`src/rtl/if_id_queue_if.sv`:
```
// Fetch/decode handshake bundle for the IF/ID instruction queue.
// The queue takes the slave modport; fetch/decode (or a bench) takes master.
interface if_id_queue_if #(
  parameter int XLEN  = 32,
  parameter int PTR_W = 2
);
  logic            in_valid;
  logic            in_ready;
  logic [XLEN-1:0] in_pc;
  logic [XLEN-1:0] in_instr;
  logic            flush;
  logic            out_valid;
  logic            out_ready;
  logic [XLEN-1:0] out_pc;
  logic [XLEN-1:0] out_instr;
  logic [5:0]      out_opcode;
  logic [4:0]      out_rs;
  logic [4:0]      out_rt;
  logic [4:0]      out_rd;
  logic [4:0]      out_shamt;
  logic [5:0]      out_funct;
  logic [15:0]     out_imm16;
  logic [25:0]     out_instr_index;
  logic [PTR_W:0]  count;

  modport slave (
    input  in_valid, in_pc, in_instr, flush, out_ready,
    output in_ready, out_valid, out_pc, out_instr, out_opcode, out_rs, out_rt,
           out_rd, out_shamt, out_funct, out_imm16, out_instr_index, count
  );

  modport master (
    output in_valid, in_pc, in_instr, flush, out_ready,
    input  in_ready, out_valid, out_pc, out_instr, out_opcode, out_rs, out_rt,
           out_rd, out_shamt, out_funct, out_imm16, out_instr_index, count
  );
endinterface

```
`src/rtl/if_id_queue.sv`:
```
// IF/ID instruction queue: DEPTH-entry FIFO of {pc, instr} pairs between
// fetch and decode, with flush on redirect and MIPS field pre-split of the head.
// Optional feature macro: BUF_BYPASS_EN -- when defined, an empty queue passes
// a fetched pair straight to decode in the same cycle if decode is ready.
module if_id_queue #(
  parameter int DEPTH = 4,
  parameter int PTR_W = 2,
  parameter int XLEN  = 32
) (
  input logic         CLK,
  input logic         RST_N,
  if_id_queue_if.slave bus
);
  typedef struct packed {
    logic [XLEN-1:0] pc;
    logic [XLEN-1:0] instr;
  } entry_t;

  localparam logic [PTR_W:0] FULL_CNT = (PTR_W+1)'(DEPTH);

  entry_t         mem_q [DEPTH];
  entry_t         mem_d [DEPTH];
  logic [PTR_W-1:0] wr_ptr_q, wr_ptr_d;
  logic [PTR_W-1:0] rd_ptr_q, rd_ptr_d;
  logic [PTR_W:0]   count_q, count_d;

  logic   full, empty, bypass, push, pop;
  entry_t head, out_e;

  // Handshake qualification; flush kills both push and pop.
  always_comb begin
    full  = (count_q == FULL_CNT);
    empty = (count_q == '0);
`ifdef BUF_BYPASS_EN
    bypass = empty & bus.in_valid & bus.out_ready & ~bus.flush;
`else
    bypass = 1'b0;
`endif
    // A bypassed pair is consumed directly, never written.
    push = bus.in_valid & ~full & ~bus.flush & ~bypass;
    pop  = ~empty & bus.out_ready & ~bus.flush;
  end

  // Next-state for pointers, occupancy and storage.
  always_comb begin
    for (int i = 0; i < DEPTH; i++) mem_d[i] = mem_q[i];
    wr_ptr_d = wr_ptr_q;
    rd_ptr_d = rd_ptr_q;
    count_d  = count_q;
    if (bus.flush) begin
      wr_ptr_d = '0;
      rd_ptr_d = '0;
      count_d  = '0;
    end else begin
      if (push) begin
        mem_d[wr_ptr_q] = '{pc: bus.in_pc, instr: bus.in_instr};
        wr_ptr_d        = wr_ptr_q + 1'b1;
      end
      if (pop) rd_ptr_d = rd_ptr_q + 1'b1;
      if (push && !pop)      count_d = count_q + 1'b1;
      else if (pop && !push) count_d = count_q - 1'b1;
    end
  end

  // Control state with synchronous reset; reset discards contents like flush.
  always_ff @(posedge CLK) begin
    if (!RST_N) begin
      wr_ptr_q <= '0;
      rd_ptr_q <= '0;
      count_q  <= '0;
    end else begin
      wr_ptr_q <= wr_ptr_d;
      rd_ptr_q <= rd_ptr_d;
      count_q  <= count_d;
    end
  end

  // Storage needs no reset: outputs are gated whenever the queue is empty.
  always_ff @(posedge CLK) begin
    for (int i = 0; i < DEPTH; i++) mem_q[i] <= mem_d[i];
  end

  // Head presentation: gated to zero (NOP) when empty so no X reaches decode.
  always_comb begin
    head = mem_q[rd_ptr_q];
    if (bypass)      out_e = '{pc: bus.in_pc, instr: bus.in_instr};
    else if (!empty) out_e = head;
    else             out_e = '0;
    bus.in_ready        = ~full;
    bus.out_valid       = ~empty | bypass;
    bus.out_pc          = out_e.pc;
    bus.out_instr       = out_e.instr;
    bus.out_opcode      = out_e.instr[31:26];
    bus.out_rs          = out_e.instr[25:21];
    bus.out_rt          = out_e.instr[20:16];
    bus.out_rd          = out_e.instr[15:11];
    bus.out_shamt       = out_e.instr[10:6];
    bus.out_funct       = out_e.instr[5:0];
    bus.out_imm16       = out_e.instr[15:0];
    bus.out_instr_index = out_e.instr[25:0];
    bus.count           = count_q;
  end
endmodule

```
`src/flat_wrapper.sv`:
```
// flat-port wrapper written by rule: the top's interface ports become plain ports
module if_id_queue_flat 
#(
  parameter int DEPTH = 4,
  parameter int PTR_W = 2,
  parameter int XLEN  = 32
)
  (CLK, RST_N, bus_in_valid, bus_in_pc, bus_in_instr, bus_flush, bus_out_ready, bus_in_ready, bus_out_valid, bus_out_pc, bus_out_instr, bus_out_opcode, bus_out_rs, bus_out_rt, bus_out_rd, bus_out_shamt, bus_out_funct, bus_out_imm16, bus_out_instr_index, bus_count);
  if_id_queue_if #(.XLEN(XLEN), .PTR_W(PTR_W)) bus_i ();
  input logic CLK;
  input logic RST_N;
  input wire logic [$bits(bus_i.in_valid)-1:0] bus_in_valid;
  input wire logic [$bits(bus_i.in_pc)-1:0] bus_in_pc;
  input wire logic [$bits(bus_i.in_instr)-1:0] bus_in_instr;
  input wire logic [$bits(bus_i.flush)-1:0] bus_flush;
  input wire logic [$bits(bus_i.out_ready)-1:0] bus_out_ready;
  output wire logic [$bits(bus_i.in_ready)-1:0] bus_in_ready;
  output wire logic [$bits(bus_i.out_valid)-1:0] bus_out_valid;
  output wire logic [$bits(bus_i.out_pc)-1:0] bus_out_pc;
  output wire logic [$bits(bus_i.out_instr)-1:0] bus_out_instr;
  output wire logic [$bits(bus_i.out_opcode)-1:0] bus_out_opcode;
  output wire logic [$bits(bus_i.out_rs)-1:0] bus_out_rs;
  output wire logic [$bits(bus_i.out_rt)-1:0] bus_out_rt;
  output wire logic [$bits(bus_i.out_rd)-1:0] bus_out_rd;
  output wire logic [$bits(bus_i.out_shamt)-1:0] bus_out_shamt;
  output wire logic [$bits(bus_i.out_funct)-1:0] bus_out_funct;
  output wire logic [$bits(bus_i.out_imm16)-1:0] bus_out_imm16;
  output wire logic [$bits(bus_i.out_instr_index)-1:0] bus_out_instr_index;
  output wire logic [$bits(bus_i.count)-1:0] bus_count;
  assign bus_i.in_valid = bus_in_valid;
  assign bus_i.in_pc = bus_in_pc;
  assign bus_i.in_instr = bus_in_instr;
  assign bus_i.flush = bus_flush;
  assign bus_i.out_ready = bus_out_ready;
  assign bus_in_ready = bus_i.in_ready;
  assign bus_out_valid = bus_i.out_valid;
  assign bus_out_pc = bus_i.out_pc;
  assign bus_out_instr = bus_i.out_instr;
  assign bus_out_opcode = bus_i.out_opcode;
  assign bus_out_rs = bus_i.out_rs;
  assign bus_out_rt = bus_i.out_rt;
  assign bus_out_rd = bus_i.out_rd;
  assign bus_out_shamt = bus_i.out_shamt;
  assign bus_out_funct = bus_i.out_funct;
  assign bus_out_imm16 = bus_i.out_imm16;
  assign bus_out_instr_index = bus_i.out_instr_index;
  assign bus_count = bus_i.count;
  if_id_queue #(.DEPTH(DEPTH), .PTR_W(PTR_W), .XLEN(XLEN)) u_core (.CLK(CLK), .RST_N(RST_N), .bus(bus_i));
endmodule
```
`config.mk`:
```
export PLATFORM = sky130hd
export DESIGN_NAME = if_id_queue_flat
export DESIGN_NICKNAME = d
export VERILOG_FILES = /design/src/rtl/if_id_queue_if.sv /design/src/rtl/if_id_queue.sv /design/src/flat_wrapper.sv
export SDC_FILE = /design/constraint.sdc
export NUM_CORES = 1
export LEC_CHECK = 0
export CAP_MARGIN = 15
export CORE_ASPECT_RATIO = 2
export CORE_UTILIZATION = 30
export DETAILED_ROUTE_END_ITERATION = 8
export GPL_TIMING_DRIVEN = 0
export PLACE_DENSITY_LB_ADDON = 0.2
export REMOVE_ABC_BUFFERS = 1
export SYNTH_ARGS = -nofsm -noshare
export SYNTH_HDL_FRONTEND = slang
export SYNTH_SLANG_ARGS = --single-unit
```
`constraint.sdc`:
```
create_clock -name CLK -period 3.4 [get_ports CLK]
set_input_delay 0.51 -clock CLK [delete_from_list [all_inputs] [get_ports CLK]]
set_output_delay 0.51 -clock CLK [all_outputs]
set_load 0.005 [all_outputs]
```
==> impl_metrics.env <==
export IMPL_worstPathRequired_ns=2.89
export IMPL_viasPerCell=4.55
export IMPL_finalMaxSlewViolations=0
export IMPL_fillerInstances=3229
export IMPL_dp_slack_ns=0.348
export IMPL_gp_congestion=0.651
export IMPL_multi_input_area_mm2=0.00214
export IMPL_grt_pass1_wl_um=34900
export IMPL_globalRouteMet1Util_pct=13.4
export IMPL_peakVddDrop_mv=0.290
export IMPL_die_area_mm2=0.0367
export IMPL_max_cap_violations=0
export IMPL_final_cell_mix="edfxtp_1, clkdlybuf4s50_1, and2_1, mux4_2, clkbuf_16"
export IMPL_p_leak_nw=4.29
export IMPL_ant_nets=0
export IMPL_start_util_pct=30.6
export IMPL_relSlewSlack_pct=60.9
export IMPL_busiest_layer="met2"
export IMPL_worst_setup_path_type="register to output port"
export IMPL_finalSetupViolations=0
export IMPL_vias=5217
export IMPL_rsz0062_at_grt="false"
export IMPL_die_y_um=270
export IMPL_period_share_pct=93.5
export IMPL_design_area_mm2=0.0137
export IMPL_gr_usage_all_layers_pct=12.8
export IMPL_hpwl_um=13700
export IMPL_crit_path_end_kind="output port"
export IMPL_io_pins=212
export IMPL_status="complete, no violations"
export IMPL_hold_violations=0
export IMPL_clkTransAtPathRegs_ns=0.06
export IMPL_cts_root_buffer="clkbuf_16"
export IMPL_numClockSinks=265
export IMPL_regArea_mm2=0.00788
export IMPL_nets=756
export IMPL_core_area_mm2=0.0352
export IMPL_cts_made_buffers=25
export IMPL_dieWidth_um=136
export IMPL_finalWirelength_um=23200
export IMPL_dr_pass1_iters=4
export IMPL_grt_pass1_vias=5983
export IMPL_antenna_found_initial=3
export IMPL_utilization_pct=39.0
export IMPL_fin_crit_ns=3.18
export IMPL_tightest_slew_ns=0.582
export IMPL_cts_max_path_buffers=3
export IMPL_clk_insertion_delay_late_ns=0.53
export IMPL_gr_usage_met3_pct=1.82
export IMPL_ys_seq_elements=265
export IMPL_final_common_cell="edfxtp_1"
export IMPL_syn_area_mm2=0.0108
export IMPL_cts_hold_buffers_added=0
export IMPL_fmax_mhz=315
export IMPL_arrival_ns=2.67
export IMPL_hp_class="register to register"
export IMPL_yosys_warnings=0
export IMPL_startpoint_type="register"
export IMPL_hold_ws_ns=0.532
export IMPL_syn_inst=530
export IMPL_worst_path_max_fanout=20
export IMPL_num_rows=97
export IMPL_cts_max_level=1
export IMPL_syn_area_per_cell_um2=20.3
export IMPL_place_area_mm2=0.0129
export IMPL_setup_ws_ns=0.221
export IMPL_post_drt_wl_per_cell_um=20.2
export IMPL_numPortBuffers=211
export IMPL_ys_types=27
export IMPL_async_flop_share_pct=0
export IMPL_synthFlopType="edfxtp_1"
export IMPL_fin_skew_ns=0.0189
export IMPL_grt_start_max_net_pins=41
export IMPL_flow_area_growth_from_synthesis_pct=27.4
export IMPL_cts_tree="yes"
export IMPL_use_met2_pct=24.8
export IMPL_synth_edf_count=256
export IMPL_overflow=0
export IMPL_drc=0
export IMPL_p_per_area_mw_per_mm2=510
export IMPL_drive_gt1_share_pct=16.3
export IMPL_drt_iter0_markers=244
export IMPL_ys_seq_area_share_pct=73.1
synth_stat cells (2+ instances only):
library cell / n / area [um^2]
nor2_1: 5 / 18.8
mux4_1: 4 / 105
xor2_1: 4 / 35.0
buf_12: 6 / 120
a21oi_1: 3 / 15.0
nand3_1: 2 / 10.0
and2_1: 68 / 425
edfxtp_1: 256 / 7690
buf_4: 74 / 556
clkbuf_1: 8 / 30.0
inv_1: 5 / 18.8
buf_2: 6 / 30.0
or3_1: 2 / 12.5
o21ai_0: 3 / 15.0
ha_1: 5 / 62.6
mux4_2: 60 / 1350
dfxtp_1: 9 / 180
critical path: stages, from the launching register on:
cell and delay, ns:
dfxtp_4 0.61, buf_16 0.26, mux4_1 0.60, and2_1 0.21, clkdlybuf4s50_1 0.46
cells by family after synthesis:
family	after synthesis	share of synthesized area [%]
buffers and inverters	101	7.16
XOR/XNOR	4	0.326
AND/OR/NAND/NOR	81	4.57
adder cells (fa/ha/maj)	6	0.767
AO/OA/AOI/OAI	8	0.430
flip-flops	265	73.1
multiplexers	65	13.6
final cells by class:
class,instances,share of cell area [%]
antenna,2,0.0365
clock buffer,31,4.73
clock inverter,14,0.931
inverter,5,0.137
multi-input combinational,164,15.6
sequential,265,57.4
tap,445,4.06
timing repair buffer,220,17.1
registers in the layout, summed over array words and instances, names as in the netlist, named ones only:
register,cells
u_core.bus.count,3
u_core.mem_q,256
u_core.rd_ptr_q,2
u_core.wr_ptr_q,2
stage by stage:
stage | total power, mW | std cells | setup TNS (ns)
floorplan | 3.93 | 434 | -89.27
global placement | 4.37 | 1090 | -759.36
detailed placement | 4.39 | 1097 | 0
CTS | 7.10 | 1143 | 0
global route | 7.25 | 1146 | 0
finish | 6.99 | 1146 | 0
worst paths after layout:
check                                                 startpoint                                to  slack (ns)  cells past startpoint
worst min register to register   u_core.rd_ptr_q[1]$_SDFFE_PP0P_   u_core.rd_ptr_q[1]$_SDFFE_PP0P_        0.53                      2
worst max-delay path                                    register            bus_out_instr_index[1]        0.22                      4
worst min-delay path             u_core.rd_ptr_q[1]$_SDFFE_PP0P_   u_core.rd_ptr_q[1]$_SDFFE_PP0P_        0.53                      2
worst max register to register  u_core.bus.count[0]$_SDFFE_PP0P_  u_core.bus.count[2]$_SDFFE_PP0P_        0.86                      8
layer usage:
metal  part of all wire [%]  vias up
met5                  0.056        -
met4                    2.1        2
li1                       -     2300
met1                     37     2757
met3                    3.6       34
met2                     57      124
where the power goes:
part	internal, mW	switching, mW
clock	1.51	1.17
combinational	0.394	0.252
sequential	3.64	0.0201
total	5.54	1.45
repair_timing:
item / CTS / global route
resized for setup: 0 / 1
gates cloned: 0 / 1
endpoints found under the setup margin: 88 / 13
buffers inserted: 1 / 0
Note: power is estimated with default switching activity, not from simulation.
